`src/rtl/prpg_pkg.sv`:
```
// Shared definitions for the PRPG pattern generator and its signature analyzer:
// session state encoding, distance width and a generic popcount.
package prpg_pkg;

   typedef enum logic [1:0] {
      IDLE  = 2'd0,
      FIRST = 2'd1,
      ACCUM = 2'd2,
      DONE  = 2'd3
   } state_t;

   localparam int PRPG_W = 8;
   localparam int HD_W   = $clog2(PRPG_W + 1);

   // Callers zero-extend narrower vectors; any width up to 64 bits is supported.
   function automatic logic [6:0] popcount(input logic [63:0] v);
      logic [6:0] c;
      c = '0;
      for (int i = 0; i < 64; i++) begin
         c = c + 7'(v[i]);
      end
      return c;
   endfunction

endpackage

```
`src/rtl/prpg_sig_analyzer_misr_reg.sv`:
```
// Multiple-input signature register: shift-left Galois MISR that folds d in on each enable.
// load restores the seed and takes priority over en.
module misr_reg #(
   parameter int           W         = 8,
   parameter logic [W-1:0] MISR_POLY = 8'h1D,
   parameter logic [W-1:0] MISR_SEED = 8'h00
) (
   input  logic         clk,
   input  logic         rst,
   input  logic         load,
   input  logic         en,
   input  logic [W-1:0] d,
   output logic [W-1:0] sig
);

   logic [W-1:0] sig_nxt;

   assign sig_nxt = {sig[W-2:0], 1'b0} ^ (sig[W-1] ? MISR_POLY : '0) ^ d;

   always_ff @(posedge clk) begin
      if (rst) begin
         sig <= MISR_SEED;
      end else if (load) begin
         sig <= MISR_SEED;
      end else if (en) begin
         sig <= sig_nxt;
      end
   end

endmodule

```
`src/rtl/prpg_sig_analyzer.sv`:
```
// Consumes num_pat PRPG patterns, accumulating pairwise Hamming distances and a MISR signature.
// done pulses the cycle after the final accept; pat_ready depends on state only, so stalls simply hold.
module prpg_sig_analyzer
   import prpg_pkg::*;
#(
   parameter int           W         = 8,
   parameter int           CNT_W     = 16,
   parameter logic [W-1:0] MISR_POLY = 8'h1D,
   parameter logic [W-1:0] MISR_SEED = 8'h00
) (
   input  logic                          clk,
   input  logic                          rst,
   input  logic                          start,
   input  logic [CNT_W-1:0]              num_pat,
   input  logic                          pat_valid,
   input  logic [W-1:0]                  pat,
   output logic                          pat_ready,
   output logic                          busy,
   output logic                          done,
   output logic [W-1:0]                  signature,
   output logic [$clog2(W+1)-1:0]        hd_last,
   output logic [$clog2(W+1)-1:0]        hd_max,
   output logic [CNT_W+$clog2(W+1)-1:0]  hd_sum,
   output logic [CNT_W-1:0]              pat_cnt
);

   localparam int HDW   = $clog2(W + 1);
   localparam int SUM_W = CNT_W + HDW;

   state_t             state, state_nxt;
   logic               accept;
   logic               misr_load;
   logic [HDW-1:0]     hd;
   logic [CNT_W-1:0]   num_pat_q;
   logic [CNT_W-1:0]   cnt_inc;
   logic [W-1:0]       prev_q;

   assign accept  = pat_valid & pat_ready;
   assign cnt_inc = pat_cnt + CNT_W'(1);
   assign hd      = HDW'(popcount(64'(pat ^ prev_q)));

   always_comb begin
      state_nxt = state;
      pat_ready = 1'b0;
      busy      = 1'b0;
      done      = 1'b0;
      misr_load = 1'b0;
      case (state)
         IDLE: begin
            if (start) begin
               misr_load = 1'b1;
               state_nxt = (num_pat == '0) ? DONE : FIRST;
            end
         end
         FIRST: begin
            pat_ready = 1'b1;
            busy      = 1'b1;
            if (accept) begin
               state_nxt = (num_pat_q == CNT_W'(1)) ? DONE : ACCUM;
            end
         end
         ACCUM: begin
            pat_ready = 1'b1;
            busy      = 1'b1;
            if (accept && (cnt_inc == num_pat_q)) begin
               state_nxt = DONE;
            end
         end
         DONE: begin
            done      = 1'b1;
            state_nxt = IDLE;
         end
         default: state_nxt = IDLE;
      endcase
   end

   always_ff @(posedge clk) begin
      if (rst) begin
         state <= IDLE;
      end else begin
         state <= state_nxt;
      end
   end

   // The first pattern of a session only seeds prev; distances start with the second.
   always_ff @(posedge clk) begin
      if (rst) begin
         num_pat_q <= '0;
         prev_q    <= '0;
         hd_last   <= '0;
         hd_max    <= '0;
         hd_sum    <= '0;
         pat_cnt   <= '0;
      end else begin
         case (state)
            IDLE: begin
               if (start) begin
                  num_pat_q <= num_pat;
                  hd_last   <= '0;
                  hd_max    <= '0;
                  hd_sum    <= '0;
                  pat_cnt   <= '0;
               end
            end
            FIRST: begin
               if (accept) begin
                  prev_q  <= pat;
                  pat_cnt <= CNT_W'(1);
               end
            end
            ACCUM: begin
               if (accept) begin
                  prev_q  <= pat;
                  hd_last <= hd;
                  hd_sum  <= hd_sum + SUM_W'(hd);
                  if (hd > hd_max) begin
                     hd_max <= hd;
                  end
                  pat_cnt <= cnt_inc;
               end
            end
            default: ;
         endcase
      end
   end

   misr_reg #(
      .W         (W),
      .MISR_POLY (MISR_POLY),
      .MISR_SEED (MISR_SEED)
   ) u_misr (
      .clk  (clk),
      .rst  (rst),
      .load (misr_load),
      .en   (accept),
      .d    (pat),
      .sig  (signature)
   );

endmodule

```
`config.mk`:
```
export PLATFORM = sky130hd
export DESIGN_NAME = prpg_sig_analyzer
export DESIGN_NICKNAME = d
export VERILOG_FILES = /design/src/rtl/prpg_pkg.sv /design/src/rtl/prpg_sig_analyzer_misr_reg.sv /design/src/rtl/prpg_sig_analyzer.sv
export SDC_FILE = /design/constraint.sdc
export NUM_CORES = 1
export LEC_CHECK = 0
export ABC_AREA = 1
export ABC_CLOCK_PERIOD_IN_PS = 5850
export CAP_MARGIN = 20
export CORE_UTILIZATION = 49
export DETAILED_ROUTE_END_ITERATION = 12
export PLACE_DENSITY = 0.75
export REMOVE_ABC_BUFFERS = 1
export SLEW_MARGIN = 20
export SYNTH_ARGS = -nofsm -noshare
export SYNTH_HDL_FRONTEND = slang
export SYNTH_HIERARCHICAL = 1
export SYNTH_SLANG_ARGS = --single-unit
```
`constraint.sdc`:
```
create_clock -name clk -period 5.85 [get_ports clk]
set_clock_uncertainty 0.2 [all_clocks]
set_input_delay 0.585 -clock clk [delete_from_list [all_inputs] [get_ports clk]]
set_output_delay 0.585 -clock clk [all_outputs]
set_load 0.05 [all_outputs]
```
==> flow_summary.toml <==
[layout]
diodes = 0
seqCellArea_mm2 = 0.00156
syn2layout_area_growth_pct = 22.6
drive_above_1_share_pct = 5.37
fin_nets = 828
num-fill-cells = 829
multi_input_comb_area_mm2 = 0.00273
final_core_util_pct = 62.4

[floorplanning]
die_w_um = 100
ios = 83
die_y_um = 100
dieArea_mm2 = 0.0101
core_mm2 = 0.00933
initial_core_util_pct = 50.9
rows = 35

[power_and_ir_drop]
p_int_mw = 1.41
combPwrFrac_pct = 58.5
cellPowerDensity_mw_per_mm2 = 464
switching_share_pct = 47.7
p_leak_nw = 2.35
peakVddDrop_uv = 450
clkPwrFrac_pct = 15.1
p_sw_mw = 1.29
p_seq_share_pct = 26.4

[placed_design]
place.gp.congestion = 0.911
dp_hpwl_um = 8930
portBuffers = 82

[drt]
drt-initial-drc-count = 227
ant_nets = 0
wl_per_cell_um = 13.2
wl_met2_um = 5950
top_layer = "met4"
drc = 0
wl_met3_um = 425
routed_wl_um = 12000
num_vias = 4766
via_per_inst = 5.23
dr.pass1.iters = 7
met1Wirelength_um = 5380

[clock_tree]
clock_sinks = 78
clockBufferDepth = 2
clkSlewWorstSetupHoldPaths_ns = 0.08
cts_root_buffer = "clkbuf_8"
cts_resized = 0
worst_skew_pair.late_latency_ns = 0.36
cts_setup_buffers = 0
cts_tree = "built"
cts_buffers = 9
htreeDepth = 3
ctsHoldBuffers = 0

[worst_setup_path]
r2r-start = "prev_q[1]"
critPathMaxFanout = 6
endpoint_kind = "flip-flop"
critical_path_arrival_ns = 5.29
reg2regPathDepth = 22
critical_path.startpoint = "pat[0]"
r2r-end = "hd_sum[11]"
regToRegSetupSlack_ns = 1.01
crit_required_ns = 5.90
cp-start-kind = "input pin"
worstSetupPathType = "input pin to flip-flop"
crit_end = "hd_sum[11]"

[timing]
rsz0062_at_grt = "no"
tns_ns = 0
max_freq_ghz = 0.191
period_minus_slack_ns = 5.25
worst_slew_pin_slew_ns = 0.831
drv_slew = 0
finalCritPeriodShare_pct = 89.7
finalSetupViolCount = 0
slew_headroom_pct = 44.5
hold_viol_final = 0

[worst_hold_path]
holdCritPathClass = "flip-flop to flip-flop"

[global_route]
grt_pass1_vias = 4404
grt_max_degree = 35
antenna_found_initial = 0
gr-total-overflow = 0
grt_usage_pct = 25.0
grt_first_pass_wirelength_um = 20000

[synthesis]
avgSynthCellArea_um2 = 6.73
synth-warning-count = 6
synth_top_area_share_pct = 32.9
synth-main-ff-cell = "dfxtp_1"
synthTopCellsByCount = "nand2_1, inv_1, dfxtp_1"
synth_edf_count = 0
yosysUniqueCellTypes = 45
synth_seq_area_share_pct = 32.9
ys_top_cells_by_area = "dfxtp_1, nand2_1, nand3_1"
synth_async_sr_flop_share_pct = 0
syn_inst = 705
synth_top_area_cell = "dfxtp_1"
yosysMostFrequentCell = "nand2_1"
syn_area_mm2 = 0.00475
ys_seq_elements = 78

[job]
maxCapViolations = 0

[outcome]
outcome = "completed"
-- layout by cell type, fill, tap and decap left out, types with 3 or more instances in the layout --
cell	instances
nand3_1	67
ha_1	17
o21ai_0	41
nand3b_1	3
xor2_1	15
nand4_1	14
nor4_1	9
inv_2	4
dfxtp_1	78
nor3_1	7
clkbuf_8	10
o21ai_1	9
nor2_2	4
nor2_1	73
nand2_1	152
inv_1	89
fa_1	5
a21oi_1	60
a21oi_2	5
xnor2_1	5
clkdlybuf4s50_1	82
-- registers in the layout, indices dropped and copies added, names as in the netlist --
signal and cells:
hd_last 4, prev_q 8, hd_sum 20, hd_max 4, state 2, pat_cnt 16, u_misr/sig 8, num_pat_q 16
-- worst max-delay path, stage by stage --
cell and delay [ns]:
clkdlybuf4s50_1 0.53, xor2_1 0.22, fa_1 0.45, fa_1 0.54, inv_1 0.05, fa_1 0.46, inv_1 0.07, ha_1 0.17
inv_1 0.06, fa_1 0.37, xnor2_1 0.19, ha_1 0.39, nand3_1 0.09, nand2_1 0.14, nand2_1 0.09, a21oi_1 0.13
nand2_1 0.07, inv_1 0.10, nand2_1 0.12, nor2_1 0.14, inv_1 0.07, o21ai_1 0.16, a21oi_1 0.08
-- cells by family after synthesis --
| kind of cell | share of synthesized area, % |
|---|---|
| simple gates | 32.6 |
| compound gates | 14.5 |
| buf+inv | 9.70 |
| flops | 32.9 |
| fa+ha+maj | 6.59 |
| xor+xnor | 3.69 |
-- per-stage QoR --
stage                     instance area [um2]  setup slack [ns]  power, mW  std cells  hold slack (ns)
after floorplan                          4640              1.07       1.86        684            0.259
after CTS                                5820             0.617       2.70        911            0.286
after detailed placement                 5630             0.263       2.27        896            0.274
final                                    5820             0.605       2.70        911            0.283
after global routing                     5820             0.218       2.95        911            0.315
after global placement                   5630             0.383       2.20        896            0.268
-- area by class of cell --
cell class,count,share of cell area [%]
inverters,94,6.06
multi-input cells,512,46.8
flip-flops and latches,78,26.8
clock buffers,11,2.43
well taps,129,2.77
clock inverters,4,0.817
repair buffers,83,14.2
-- per-layer routing --
metal  track usage, %  vias up
li1                 -     2447
met1             31.0     2177
met2             42.4      117
met3             3.90       25
met4             11.9        0
met5                0        -
-- worst min-delay path by stage --
stage	depth (start not counted)	start	end
2_1_floorplan	2	num_pat_q[13]	num_pat_q[13]
3_3_place_gp	2	hd_sum[10]	hd_sum[10]
3_5_place_dp	2	hd_sum[10]	hd_sum[10]
4_1_cts	2	hd_sum[10]	hd_sum[10]
5_1_grt	2	num_pat_q[8]	num_pat_q[8]
6_report	2	hd_sum[10]	hd_sum[10]
-- power groups by stage --
stage | Combinational (mW) | Clock (mW) | Sequential [mW]
floorplan | 1.02 | 0 | 0.844
global placement | 1.48 | 0 | 0.720
detailed placement | 1.55 | 0 | 0.724
CTS | 1.57 | 0.413 | 0.712
global route | 1.78 | 0.439 | 0.728
finish | 1.58 | 0.407 | 0.713
Power figures use the tool's default switching activity.
